File: config.mk
export PLATFORM = sky130hd
export DESIGN_NAME = vref_seq
export DESIGN_NICKNAME = d
export VERILOG_FILES = /design/src/rtl/vref_seq_pkg.sv /design/src/rtl/vref_seq_timer.sv /design/src/rtl/vref_seq.sv
export SDC_FILE = /design/constraint.sdc
export NUM_CORES = 1
export LEC_CHECK = 0
export CAP_MARGIN = 20
export CORE_MARGIN = 2
export CORE_UTILIZATION = 41
export DETAILED_ROUTE_END_ITERATION = 7
export PLACE_DENSITY = 0.71
export SYNTH_ARGS = -nofsm -noshare
export SYNTH_HDL_FRONTEND = slang
export SYNTH_SLANG_ARGS = --single-unit
export TNS_END_PERCENT = 5
File: constraint.sdc
create_clock -name clk -period 2.7 [get_ports clk]
set_input_delay 0.54 -clock clk [delete_from_list [all_inputs] [get_ports clk]]
set_output_delay 0.54 -clock clk [all_outputs]
set_load 0.1 [all_outputs]
File: src/rtl/vref_seq_pkg.sv
// Shared types and default phase lengths for the reference-voltage sequencer.
package vref_seq_pkg;

  localparam int T_PRE_DEF   = 15;
  localparam int T_DIODE_DEF = 7;
  localparam int T_BIG_DEF   = 7;
  localparam int T_CHG_DEF   = 5;
  localparam int N_OUT_DEF   = 14;

  typedef enum logic [3:0] {
    S_IDLE      = 4'd0,
    S_PRECHARGE = 4'd1,
    S_BLANK     = 4'd2,
    S_DIODE     = 4'd3,
    S_BIGDIODE  = 4'd4,
    S_HCHARGE   = 4'd5,
    S_LCHARGE   = 4'd6,
    S_OUTPUT    = 4'd7,
    S_HALT      = 4'd8
  } state_e;

  typedef struct packed {
    logic pi1;
    logic pi2;
    logic pii1;
    logic pii2;
    logic pa;
    logic pb;
    logic pc;
    logic pd;
    logic s_bg2cmp;
    logic pre_chrg;
  } sw_t;

  // Switch pattern held for the whole of a phase.
  function automatic sw_t phase_sw(input state_e st);
    sw_t sw;
    sw = '0;
    case (st)
      S_PRECHARGE: begin
        sw.pre_chrg = 1'b1;
        sw.pb       = 1'b1;
        sw.pc       = 1'b1;
        sw.pd       = 1'b1;
        sw.s_bg2cmp = 1'b1;
      end
      S_DIODE: begin
        sw.pii1 = 1'b1;
        sw.pii2 = 1'b1;
      end
      S_BIGDIODE: begin
        sw.pi1 = 1'b1;
        sw.pi2 = 1'b1;
      end
      S_HCHARGE: begin
        sw.pa = 1'b1;
        sw.pb = 1'b1;
      end
      S_LCHARGE: begin
        sw.pa = 1'b1;
        sw.pc = 1'b1;
      end
      S_OUTPUT: begin
        sw.pa = 1'b1;
        sw.pb = 1'b1;
        sw.pc = 1'b1;
        sw.pd = 1'b1;
      end
      default: sw = '0;
    endcase
    return sw;
  endfunction

  // Conversion loop order; step 6 is the BIGDIODE that follows OUTPUT.
  function automatic state_e conv_phase(input logic [2:0] step);
    case (step)
      3'd0:    return S_DIODE;
      3'd1:    return S_HCHARGE;
      3'd2:    return S_BIGDIODE;
      3'd3:    return S_DIODE;
      3'd4:    return S_LCHARGE;
      3'd5:    return S_OUTPUT;
      3'd6:    return S_BIGDIODE;
      default: return S_DIODE;
    endcase
  endfunction

endpackage

File: src/rtl/vref_seq_timer.sv
// Phase timer: loads a length on phase entry, counts down to zero without
// wrapping, and flags the final cycle of the phase with done.
module vref_seq_timer #(
  parameter int CNT_W = 6
) (
  input  logic             clk,
  input  logic             reset_n,
  input  logic             load,
  input  logic [CNT_W-1:0] load_val,
  output logic             done
);

  logic [CNT_W-1:0] cnt_d;
  logic [CNT_W-1:0] cnt_q;

  // Reload on phase entry, otherwise count down and park at zero.
  always_comb begin
    cnt_d = cnt_q;
    if (load) begin
      cnt_d = load_val;
    end else if (cnt_q != '0) begin
      cnt_d = cnt_q - CNT_W'(1);
    end else begin
      cnt_d = cnt_q;
    end
  end

  // Count register.
  always_ff @(posedge clk or negedge reset_n) begin
    if (!reset_n) begin
      cnt_q <= '0;
    end else begin
      cnt_q <= cnt_d;
    end
  end

  assign done = (cnt_q == CNT_W'(1));

endmodule

File: src/rtl/vref_seq.sv
// Bandgap reference sequencer: precharge, bias-trim setup loop, then the
// repeating conversion loop; every phase change passes through one BLANK.
// Optional macro VREF_CHOP_EN: toggle comparator chop phases on each DIODE exit.
module vref_seq
  import vref_seq_pkg::*;
#(
  parameter int CNT_W    = 6,
  parameter int T_PRE    = T_PRE_DEF,
  parameter int T_DIODE  = T_DIODE_DEF,
  parameter int T_BIG    = T_BIG_DEF,
  parameter int T_CHG    = T_CHG_DEF,
  parameter int N_OUT    = N_OUT_DEF,
  parameter int TRIM_W   = 4,
  parameter int STABLE_N = 3,
  parameter int MAX_ITER = 31
) (
  input  logic              clk,
  input  logic              reset_n,
  input  logic              en,
  input  logic              cmp,
  output logic              pi1,
  output logic              pi2,
  output logic              pii1,
  output logic              pii2,
  output logic              pa,
  output logic              pb,
  output logic              pc,
  output logic              pd,
  output logic              s_bg2cmp,
  output logic              src_n,
  output logic              snk,
  output logic              cmp_p1,
  output logic              cmp_p2,
  output logic              pre_chrg,
  output logic              setup_bias,
  output logic              valid,
  output logic              err,
  output logic [TRIM_W-1:0] trim
);

  localparam int ITER_W = $clog2(MAX_ITER + 1);
  localparam int DITH_W = $clog2(STABLE_N + 1);
  localparam logic [TRIM_W-1:0] TRIM_MAX = {TRIM_W{1'b1}};
  localparam logic [TRIM_W-1:0] TRIM_MID = {1'b1, {(TRIM_W-1){1'b0}}};

  if (T_PRE < 1 || T_PRE >= (1 << CNT_W) || T_DIODE < 1 || T_DIODE >= (1 << CNT_W) ||
      T_BIG < 1 || T_BIG >= (1 << CNT_W) || T_CHG < 1 || T_CHG >= (1 << CNT_W) ||
      N_OUT < 1 || N_OUT >= (1 << CNT_W)) begin : g_bad_len
    $error("vref_seq: phase length does not fit the CNT_W phase counter");
  end

  state_e state_d, state_q, queued_d, queued_q;
  logic [2:0] step_d, step_q, nstep_s;
  logic setup_done_d, setup_done_q, prev_smp_d, prev_smp_q, rail_d, rail_q;
  logic [DITH_W-1:0] dith_d, dith_q, dith_nxt_s;
  logic [ITER_W-1:0] iter_d, iter_q, iter_nxt_s;
  logic [TRIM_W-1:0] trim_d, trim_q, trim_nxt_s;
  logic rail_nxt_s, pend_src_d, pend_src_q, pend_snk_d, pend_snk_q;
  sw_t  sw_d, sw_q;
  logic src_n_d, src_n_q, snk_d, snk_q, setup_bias_d, setup_bias_q;
  logic valid_d, valid_q, err_d, err_q, cmp_p1_d, cmp_p1_q, cmp_p2_d, cmp_p2_q;
  logic chop_tgl_s, done_s, load_s;
  logic [CNT_W-1:0] load_val_s;

  // Candidate results of a comparator sample and of a loop-step advance.
  always_comb begin
    if (cmp) begin
      trim_nxt_s = (trim_q == TRIM_MAX) ? trim_q : trim_q + TRIM_W'(1);
    end else begin
      trim_nxt_s = (trim_q == '0) ? trim_q : trim_q - TRIM_W'(1);
    end
    rail_nxt_s = (trim_nxt_s == TRIM_MAX) || (trim_nxt_s == '0);
    dith_nxt_s = (cmp != prev_smp_q) ? dith_q + DITH_W'(1) : dith_q;
    iter_nxt_s = (iter_q == ITER_W'(MAX_ITER)) ? iter_q : iter_q + ITER_W'(1);
    nstep_s    = (step_q == 3'd6) ? 3'd0 : step_q + 3'd1;
  end

  // Phase sequencing, setup trim loop and HALT detection.
  always_comb begin
    state_d      = state_q;
    queued_d     = queued_q;
    step_d       = step_q;
    setup_done_d = setup_done_q;
    prev_smp_d   = prev_smp_q;
    rail_d       = rail_q;
    dith_d       = dith_q;
    iter_d       = iter_q;
    trim_d       = trim_q;
    pend_src_d   = pend_src_q;
    pend_snk_d   = pend_snk_q;
    if (!en) begin
      state_d      = S_IDLE;
      setup_done_d = 1'b0;
      step_d       = 3'd0;
      pend_src_d   = 1'b0;
      pend_snk_d   = 1'b0;
    end else begin
      case (state_q)
        S_IDLE: begin
          state_d      = S_PRECHARGE;
          trim_d       = TRIM_MID;
          prev_smp_d   = 1'b0;
          rail_d       = 1'b0;
          dith_d       = '0;
          iter_d       = '0;
          setup_done_d = 1'b0;
          step_d       = 3'd0;
        end
        S_PRECHARGE: begin
          if (done_s) begin
            state_d  = S_BLANK;
            queued_d = S_DIODE;
          end else begin
            state_d = S_PRECHARGE;
          end
        end
        S_BLANK: begin
          state_d    = queued_q;
          pend_src_d = 1'b0;
          pend_snk_d = 1'b0;
        end
        S_BIGDIODE: begin
          if (done_s && !setup_done_q) begin
            state_d    = S_BLANK;
            trim_d     = trim_nxt_s;
            rail_d     = rail_nxt_s;
            prev_smp_d = cmp;
            dith_d     = dith_nxt_s;
            iter_d     = iter_nxt_s;
            if (rail_nxt_s && rail_q) begin
              queued_d = S_HALT;
            end else if (dith_nxt_s >= DITH_W'(STABLE_N)) begin
              setup_done_d = 1'b1;
              step_d       = 3'd0;
              queued_d     = S_DIODE;
              pend_src_d   = cmp;
              pend_snk_d   = !cmp;
            end else if (iter_nxt_s >= ITER_W'(MAX_ITER)) begin
              queued_d = S_HALT;
            end else begin
              queued_d   = S_DIODE;
              pend_src_d = cmp;
              pend_snk_d = !cmp;
            end
          end else if (done_s) begin
            state_d  = S_BLANK;
            queued_d = conv_phase(nstep_s);
            step_d   = nstep_s;
          end else begin
            state_d = S_BIGDIODE;
          end
        end
        S_DIODE, S_HCHARGE, S_LCHARGE, S_OUTPUT: begin
          if (done_s && state_q == S_DIODE && !setup_done_q) begin
            state_d  = S_BLANK;
            queued_d = S_BIGDIODE;
          end else if (done_s) begin
            state_d  = S_BLANK;
            queued_d = conv_phase(nstep_s);
            step_d   = nstep_s;
          end else begin
            state_d = state_q;
          end
        end
        S_HALT:  state_d = S_HALT;
        default: state_d = S_IDLE;
      endcase
    end
  end

  // Phase length loaded into the timer whenever the phase changes.
  always_comb begin
    load_s = (state_d != state_q);
    case (state_d)
      S_PRECHARGE:          load_val_s = CNT_W'(T_PRE);
      S_DIODE:              load_val_s = CNT_W'(T_DIODE);
      S_BIGDIODE:           load_val_s = CNT_W'(T_BIG);
      S_HCHARGE, S_LCHARGE: load_val_s = CNT_W'(T_CHG);
      S_OUTPUT:             load_val_s = CNT_W'(N_OUT);
      default:              load_val_s = '0;
    endcase
  end

  vref_seq_timer #(.CNT_W(CNT_W)) u_timer (
    .clk      (clk),
    .reset_n  (reset_n),
    .load     (load_s),
    .load_val (load_val_s),
    .done     (done_s)
  );

`ifdef VREF_CHOP_EN
  assign chop_tgl_s = en && (state_q == S_DIODE) && done_s;
`else
  assign chop_tgl_s = 1'b0;
`endif

  // Output values for the coming cycle, decoded from the next phase.
  always_comb begin
    sw_d         = phase_sw(state_d);
    src_n_d      = (state_q == S_BLANK) && (state_d == S_DIODE) && pend_src_q;
    snk_d        = (state_q == S_BLANK) && (state_d == S_DIODE) && pend_snk_q;
    setup_bias_d = !setup_done_d && (state_d inside {S_PRECHARGE, S_BLANK, S_DIODE, S_BIGDIODE});
    valid_d      = en && (valid_q || (state_d == S_OUTPUT));
    err_d        = (state_d == S_HALT);
    cmp_p1_d     = chop_tgl_s ? !cmp_p1_q : cmp_p1_q;
    cmp_p2_d     = chop_tgl_s ? !cmp_p2_q : cmp_p2_q;
  end

  // State and registered outputs.
  always_ff @(posedge clk or negedge reset_n) begin
    if (!reset_n) begin
      state_q      <= S_IDLE;
      queued_q     <= S_IDLE;
      step_q       <= 3'd0;
      setup_done_q <= 1'b0;
      prev_smp_q   <= 1'b0;
      rail_q       <= 1'b0;
      dith_q       <= '0;
      iter_q       <= '0;
      trim_q       <= TRIM_MID;
      pend_src_q   <= 1'b0;
      pend_snk_q   <= 1'b0;
      sw_q         <= '0;
      src_n_q      <= 1'b0;
      snk_q        <= 1'b0;
      setup_bias_q <= 1'b0;
      valid_q      <= 1'b0;
      err_q        <= 1'b0;
      cmp_p1_q     <= 1'b1;
      cmp_p2_q     <= 1'b0;
    end else begin
      state_q      <= state_d;
      queued_q     <= queued_d;
      step_q       <= step_d;
      setup_done_q <= setup_done_d;
      prev_smp_q   <= prev_smp_d;
      rail_q       <= rail_d;
      dith_q       <= dith_d;
      iter_q       <= iter_d;
      trim_q       <= trim_d;
      pend_src_q   <= pend_src_d;
      pend_snk_q   <= pend_snk_d;
      sw_q         <= sw_d;
      src_n_q      <= src_n_d;
      snk_q        <= snk_d;
      setup_bias_q <= setup_bias_d;
      valid_q      <= valid_d;
      err_q        <= err_d;
      cmp_p1_q     <= cmp_p1_d;
      cmp_p2_q     <= cmp_p2_d;
    end
  end

  assign pi1        = sw_q.pi1;
  assign pi2        = sw_q.pi2;
  assign pii1       = sw_q.pii1;
  assign pii2       = sw_q.pii2;
  assign pa         = sw_q.pa;
  assign pb         = sw_q.pb;
  assign pc         = sw_q.pc;
  assign pd         = sw_q.pd;
  assign s_bg2cmp   = sw_q.s_bg2cmp;
  assign pre_chrg   = sw_q.pre_chrg;
  assign src_n      = src_n_q;
  assign snk        = snk_q;
  assign setup_bias = setup_bias_q;
  assign valid      = valid_q;
  assign err        = err_q;
  assign cmp_p1     = cmp_p1_q;
  assign cmp_p2     = cmp_p2_q;
  assign trim       = trim_q;

endmodule

==> results of run 1 <==
## metal layers
layer  up-vias  part of all wire, %  GRT usage [%]  wire, um
li1       1235                    -              -         -
met1      1256                   47           27.1      3220
met2        70                   47           30.3      3220
met3         7                  4.4           2.92       301
met4         0                  1.3           5.51        87
met5         -                    0              0         0
## cells in the mapped netlist (6+ instances only)
library cell  instances  area (um^2)
buf_2                10         50.1
a22o_1                6         52.6
nand2_1              29          109
ha_1                  6         75.1
nor3_1                7         35.0
and2_1                8         50.1
buf_4                 6         45.0
dfrtp_1              44         1100
inv_1                19         71.3
and3_1                6         37.5
mux2i_1               6         60.1
o21ai_0              25          125
nand2b_1              7         43.8
nor2_1               30          113
a21oi_1              25          125
or3_1                 6         37.5
nand3_1               9         45.0
## cells in the final DEF (no fill, tap or decap), types with 8 or more instances in the layout
| cell | Yosys | final |
|---|---|---|
| nand3_1 | 9 | 9 |
| and2_1 | 8 | 8 |
| buf_4 | 6 | 35 |
| nand2_1 | 29 | 29 |
| o21ai_0 | 25 | 25 |
| nor2_1 | 30 | 30 |
| dfrtp_1 | 44 | 43 |
| inv_1 | 19 | 19 |
| a21oi_1 | 25 | 25 |
## power by group through the flow
stage,Sequential [uW],Combinational (uW),Clock (uW)
after global placement,850,644,0
after detailed placement,849,656,0
final,836,658,514
after floorplan,914,428,0
after global routing,846,725,561
after CTS,836,659,526
## state kept, by name (all words and copies together), names as in the netlist, 2 cells and up
name,flops
state_q,4
step_q,3
iter_q,5
u_timer.cnt_q,6
trim,4
queued_q,4
dith_q,2
## kinds of logic after synthesis
family,Yosys count,share of synthesized area [%]
simple gates,127,23.3
xor+xnor,6,2.33
compound gates,98,24.0
buf+inv,39,6.25
other cells,2,0.259
flops,45,38.8
mux,7,2.46
fa+ha+maj,6,2.59
## worst paths after layout
kind	start	end	slack, ns	cells past startpoint
setup / recovery	cmp	pend_snk_q	0.21	8
hold / removal	reset_n	u_timer.cnt_q[5]	0.21	1
setup reg to reg	trim[1]	pend_snk_q	0.26	8
hold reg to reg	dith_q[1]	dith_q[1]	0.48	1
max in group asynchronous	reset_n	trim[3]	1.75	2
min in group clk	dith_q[1]	dith_q[1]	0.48	1
## cell type report
type | instances | share of cell area [%]
clock buffers | 6 | 2.18
clock inverters | 2 | 1.17
repair buffers | 38 | 8.66
flip-flops and latches | 45 | 34.0
well taps | 96 | 3.62
multi-input cells | 246 | 48.0
inverters | 21 | 2.37
## metrics by stage
stage	hold slack, ns	setup WS, ns	utilization, %
floorplan	0.244	0.00406	-
global placement	0.468	0.0332	47.0
finish	0.207	0.206	48.6
CTS	0.219	0.202	48.6
detailed placement	0.477	-0.105	47.0
global route	0.249	0.0798	48.6
## worst max-delay path, cell delays in order
cell and delay [ns]:
clkdlybuf4s50_1 0.44, buf_4 0.19, nor3_1 0.26, mux2i_1 0.26, a2bb2oi_2 0.12, o31ai_4 0.44, a21o_1 0.25, mux2i_1 0.22
==> impl_metrics.toml, run 1 <==
[route]
wl_um = 6830
wl_per_cell_um = 15.0
vias = 2568
antenna_left = 0
via_per_inst = 5.66
firstDrtPassIters = 5
drc = 0
drt_iter0_drc = 242

[place]
gp_congestion = 0.883
place.detailed.hpwl_um = 5150
dpl.cell_count = 446
dpl_cell_area_um2 = 3210
port_buffers = 22

[pwr]
combPwrFrac_pct = 32.8
total_power_uw = 2010
pwr-share-clk_pct = 25.6
peakVddDrop_mv = 0.202
power.internal_uw = 1260
p_sw_uw = 750
p_leak_uw = 0.00145
seq_power_share_pct = 41.6
p_per_area_nw_per_um2 = 604
p_sw_share_pct = 37.4

[critical_path]
startpoint_type = "primary input"
crit_required_ns = 2.92
cp.arrival_ns = 2.71
crit_path_end_kind = "flop"
path_max_fanout = 11
crit_type = "in2reg"

[cts]
cts_tree = "yes"
cts_resized = 0
cts_sinks = 45
cts_setup_buffers = 0
holdBufCountCts = 0
cts_max_level = 2
root_buffer = "clkbuf_8"
cts_made_buffers = 5
clk_pin_slew_ns = 0.09
clkLatencyLatePin_ns = 0.31
clockBufferDepth = 2

[yosys]
ys_ff_latch = 45
synth_cell_type_count = 63
synth_cells = 330
synth_ff_type = "dfrtp_1"
synthArstFlopShare_pct = 100
synth-edff-count = 0
yosysWarnings = 0
postSynthNetCount = 340
syn-cell-area_um2 = 2900
synth-seq-area-share_pct = 38.8
synth.avg_cell_area_um2 = 8.80

[timing]
setup_viol = 0
relSlewSlack_pct = 50.0
rsz0062_at_grt = "no"
tightest_slew_ns = 0.746
hold_viol_final = 0
fin_crit_sh_pct = 92.4
slew_violations = 0
period_minus_slack_ns = 2.49
setup_tns_ns = 0
skew_ns = 0.0116
fmax_mhz = 401

[finish]
fin_area_um2 = 3320
multiInputGateArea_um2 = 1600
drive_gt1_share_pct = 18.2
nFillCells = 633
syn_to_final_growth_pct = 14.4
insertedDiodeCount = 0
final_nets = 367
regArea_um2 = 1130
fin_cells = 454

[flow_run]
drv_cap = 0

[run_status]
status = "finished clean"

[floorplanning]
initial_core_util_pct = 42.5
io_pins = 25
fp.coreArea_um2 = 6830
floorplan.rows = 30
die_h_um = 88.2
dieArea_um2 = 7770
die_width_um = 88.2

[global_route]
grt.overflow.total = 0
antenna_found_initial = 0
grt_use_total_pct = 19.1
grt_max_degree = 26
grt_pass1_wl_um = 11800
grt_pass1_vias = 2430

[min_path]
worstHoldPathType = "in2async"
Power figures use the tool's default switching activity.
==> run 2, diff against run 1 <==
GPL_ROUTABILITY_DRIVEN = 0   (was not set)
==> results of run 2 <==
No change in the layout: final DEF, timing and power equal those of run 1.
==> run 3, diff against run 2 <==
DONT_BUFFER_PORTS = 1   (was not set)
PLACE_DENSITY = 0.66   (was 0.71)
SYNTH_HIERARCHICAL = 1   (was not set)
==> impl_metrics.toml, run 3 <==
[finish]
top_regs = "u_timer/cnt_q x6, iter_q x5"
syn_to_final_growth_pct = 10.5
insertedDiodeCount = 0
drive_gt1_share_pct = 16.6
final_cell_mix = "dfrtp_1 (38), nand2_1 (32), o21ai_0 (27), a21oi_1 (19), buf_4 (19)"
final_nets = 340
largest_reg_flops = 6
fin_area_um2 = 3160
top_register = "u_timer/cnt_q"
final_common_cell = "dfrtp_1"

[yosys]
synth_top_area_cell = "dfrtp_1"
synth.avg_cell_area_um2 = 8.70
synth.most_common_cell = "dfrtp_1"
synth-seq-area-share_pct = 39.4
synth_ff_type = "dfrtp_1"
synthArstFlopShare_pct = 100
synth_cell_type_count = 63
yosysWarnings = 6
synth_commonest_cells = "dfrtp_1 (44), nand2_1 (32), o21ai_0 (27), a21oi_1 (20), nor2_1 (19)"
synth_top_area_share_pct = 38.5
ys_ff_latch = 45
syn-cell-area_um2 = 2860
synth-edff-count = 0
synth_area_leaders = "dfrtp_1 (38%), o21ai_0 (4.7%), nand2_1 (4.2%), a21oi_1 (3.5%), nor2_1 (2.5%)"
synth_cells = 329

[critical_path]
crit_required_ns = 2.89
crit_buf_inv = 1
crit_path_end_kind = "flop"
startpoint_type = "flop"
path_depth = 8
path_max_fanout = 7
cpLargestDelayFamily = "compound AO/OA/AOI/OAI gates"
crit_type = "reg2reg"
r2r_cells = 8
startpoint = "trim[1]"
regToRegEndpoint = "queued_q[0]"
cpPeakStageDelay_ns = 0.52
cp.arrival_ns = 2.76
worstSetupEndpoint = "queued_q[0]"
critical_path.cell_chain = "inv_1, ha_4, or4b_4, a21oi_2, o22ai_1, mux2i_2, a2111oi_4, o32a_1"
r2r_start = "trim[1]"
crit_slowest_cell = "dfrtp_4"
reg2reg_slack_ns = 0.13

[route]
wl_per_cell_um = 15.0
wl_um = 6440
drc = 0
via_per_inst = 5.69
firstDrtPassIters = 4
antenna_left = 0
vias = 2437
drt_iter0_drc = 166

[global_route]
grt_max_degree = 45
grt_pass1_wl_um = 10800
grt_use_total_pct = 17.5
grt_pass1_vias = 2235
grt.overflow.total = 0
antenna_found_initial = 0

[floorplanning]
fp.coreArea_um2 = 6790
initial_core_util_pct = 42.1
floorplan.rows = 30
dieArea_um2 = 7670
die_h_um = 87.6
die_width_um = 87.6
io_pins = 25

[timing]
fin_crit_sh_pct = 95.3
setup_viol = 0
setup_tns_ns = 0
slew_violations = 0
fmax_mhz = 389
hold_viol_final = 0
tightest_slew_ns = 0.934
period_minus_slack_ns = 2.57
setup_ws_ns = 0.127
relSlewSlack_pct = 37.9
worst_hold_slack_ns = 0.0593
rsz0062_at_grt = "no"
skew_ns = 0.0108

[cts]
clk_pin_slew_ns = 0.09
cts_setup_buffers = 0
cts_max_level = 2
root_buffer = "clkbuf_8"
cts_sinks = 45
cts_tree = "yes"
clkLatencyLatePin_ns = 0.31
cts_made_buffers = 5
clockBufferDepth = 2

[flow_run]
drv_cap = 0

[min_path]
worstHoldPathType = "in2async"

[place]
dpl_cell_area_um2 = 3030
port_buffers = 0
place.detailed.hpwl_um = 4510
pre_cts_ws_ns = 0.203

[pwr]
p_per_area_nw_per_um2 = 582
p_leak_uw = 0.00127
peakVddDrop_mv = 0.209

[run_status]
status = "finished clean"
==> run 3: cell count changes after synthesis, moves of 6 or more <==
cell,previous run,this run
nor2_1,30,19
a22o_1,6,0
o31ai_1,1,8
buf_2,10,3
clkbuf_1,2,16
==> run 3: where the power goes <==
group          internal [uW]  leakage [uW]  switching [uW]
registers                752      0.000586             168
logic                    208      0.000628             269
clock network            208     0.0000512             238
==> run 3: cells by family after synthesis <==
logic type      Yosys count  synth area share, %
other cells               2                0.262
xor+xnor                 10                 3.06
compound gates          110                 26.9
flops                    45                 39.4
fa+ha+maj                 5                 2.19
simple gates            110                 19.8
buf+inv                  43                 6.95
mux                       4                 1.53
==> run 3: worst min-delay path by stage <==
stage | from | end | slack, ns | depth (start not counted)
2_1_floorplan | reset_n | dith_q[0] | 0.24 | 0
3_3_place_gp | reset_n | trim[2] | 0.25 | 0
3_5_place_dp | reset_n | trim[2] | 0.25 | 0
4_1_cts | reset_n | trim[3] | 0.06 | 0
5_1_grt | reset_n | trim[3] | 0.05 | 0
6_report | reset_n | trim[3] | 0.06 | 0
==> run 3: repair_timing <==
action,4_1_cts,5_1_grt
hold buffers,1,0
resized for setup,0,2
endpoints found under the hold margin,44,0
endpoints found under the setup margin,0,3
==> run 3: area by class of cell <==
class / count / area, um^2
timing repair buffer: 20 / 170
clock inverter: 2 / 13.8
clock buffer: 6 / 82.6
multi-input combinational: 243 / 1580
fill: 660 / 3630
sequential: 45 / 1140
inverter: 16 / 60.1
tap: 96 / 120
==> run 3: metrics by stage <==
stage | cells | power, uW | utilization, %
3_5_place_dp | 419 | 1390 | 44.6
3_3_place_gp | 419 | 1380 | 44.6
6_report | 428 | 1840 | 46.6
4_1_cts | 428 | 1860 | 46.4
2_1_floorplan | 331 | 1290 | -
5_1_grt | 428 | 1950 | 46.6
==> run 3: worst reg2reg max path, cell delays in order, from the launching register on <==
cell and delay (ns):
dfrtp_4 0.52, inv_1 0.13, ha_4 0.20, or4b_4 0.51, a21oi_2 0.17, o22ai_1 0.10, mux2i_2 0.29, a2111oi_4 0.17
o32a_1 0.37
==> run 3: per-layer routing <==
layer / vias up / track usage, % / share of wire [%]
met1: 1172 / 25.0 / 48
met2: 66 / 27.1 / 45
met4: 0 / 4.90 / 1.1
met5: - / 0 / 0
met3: 9 / 3.30 / 5.3
li1: 1190 / - / -
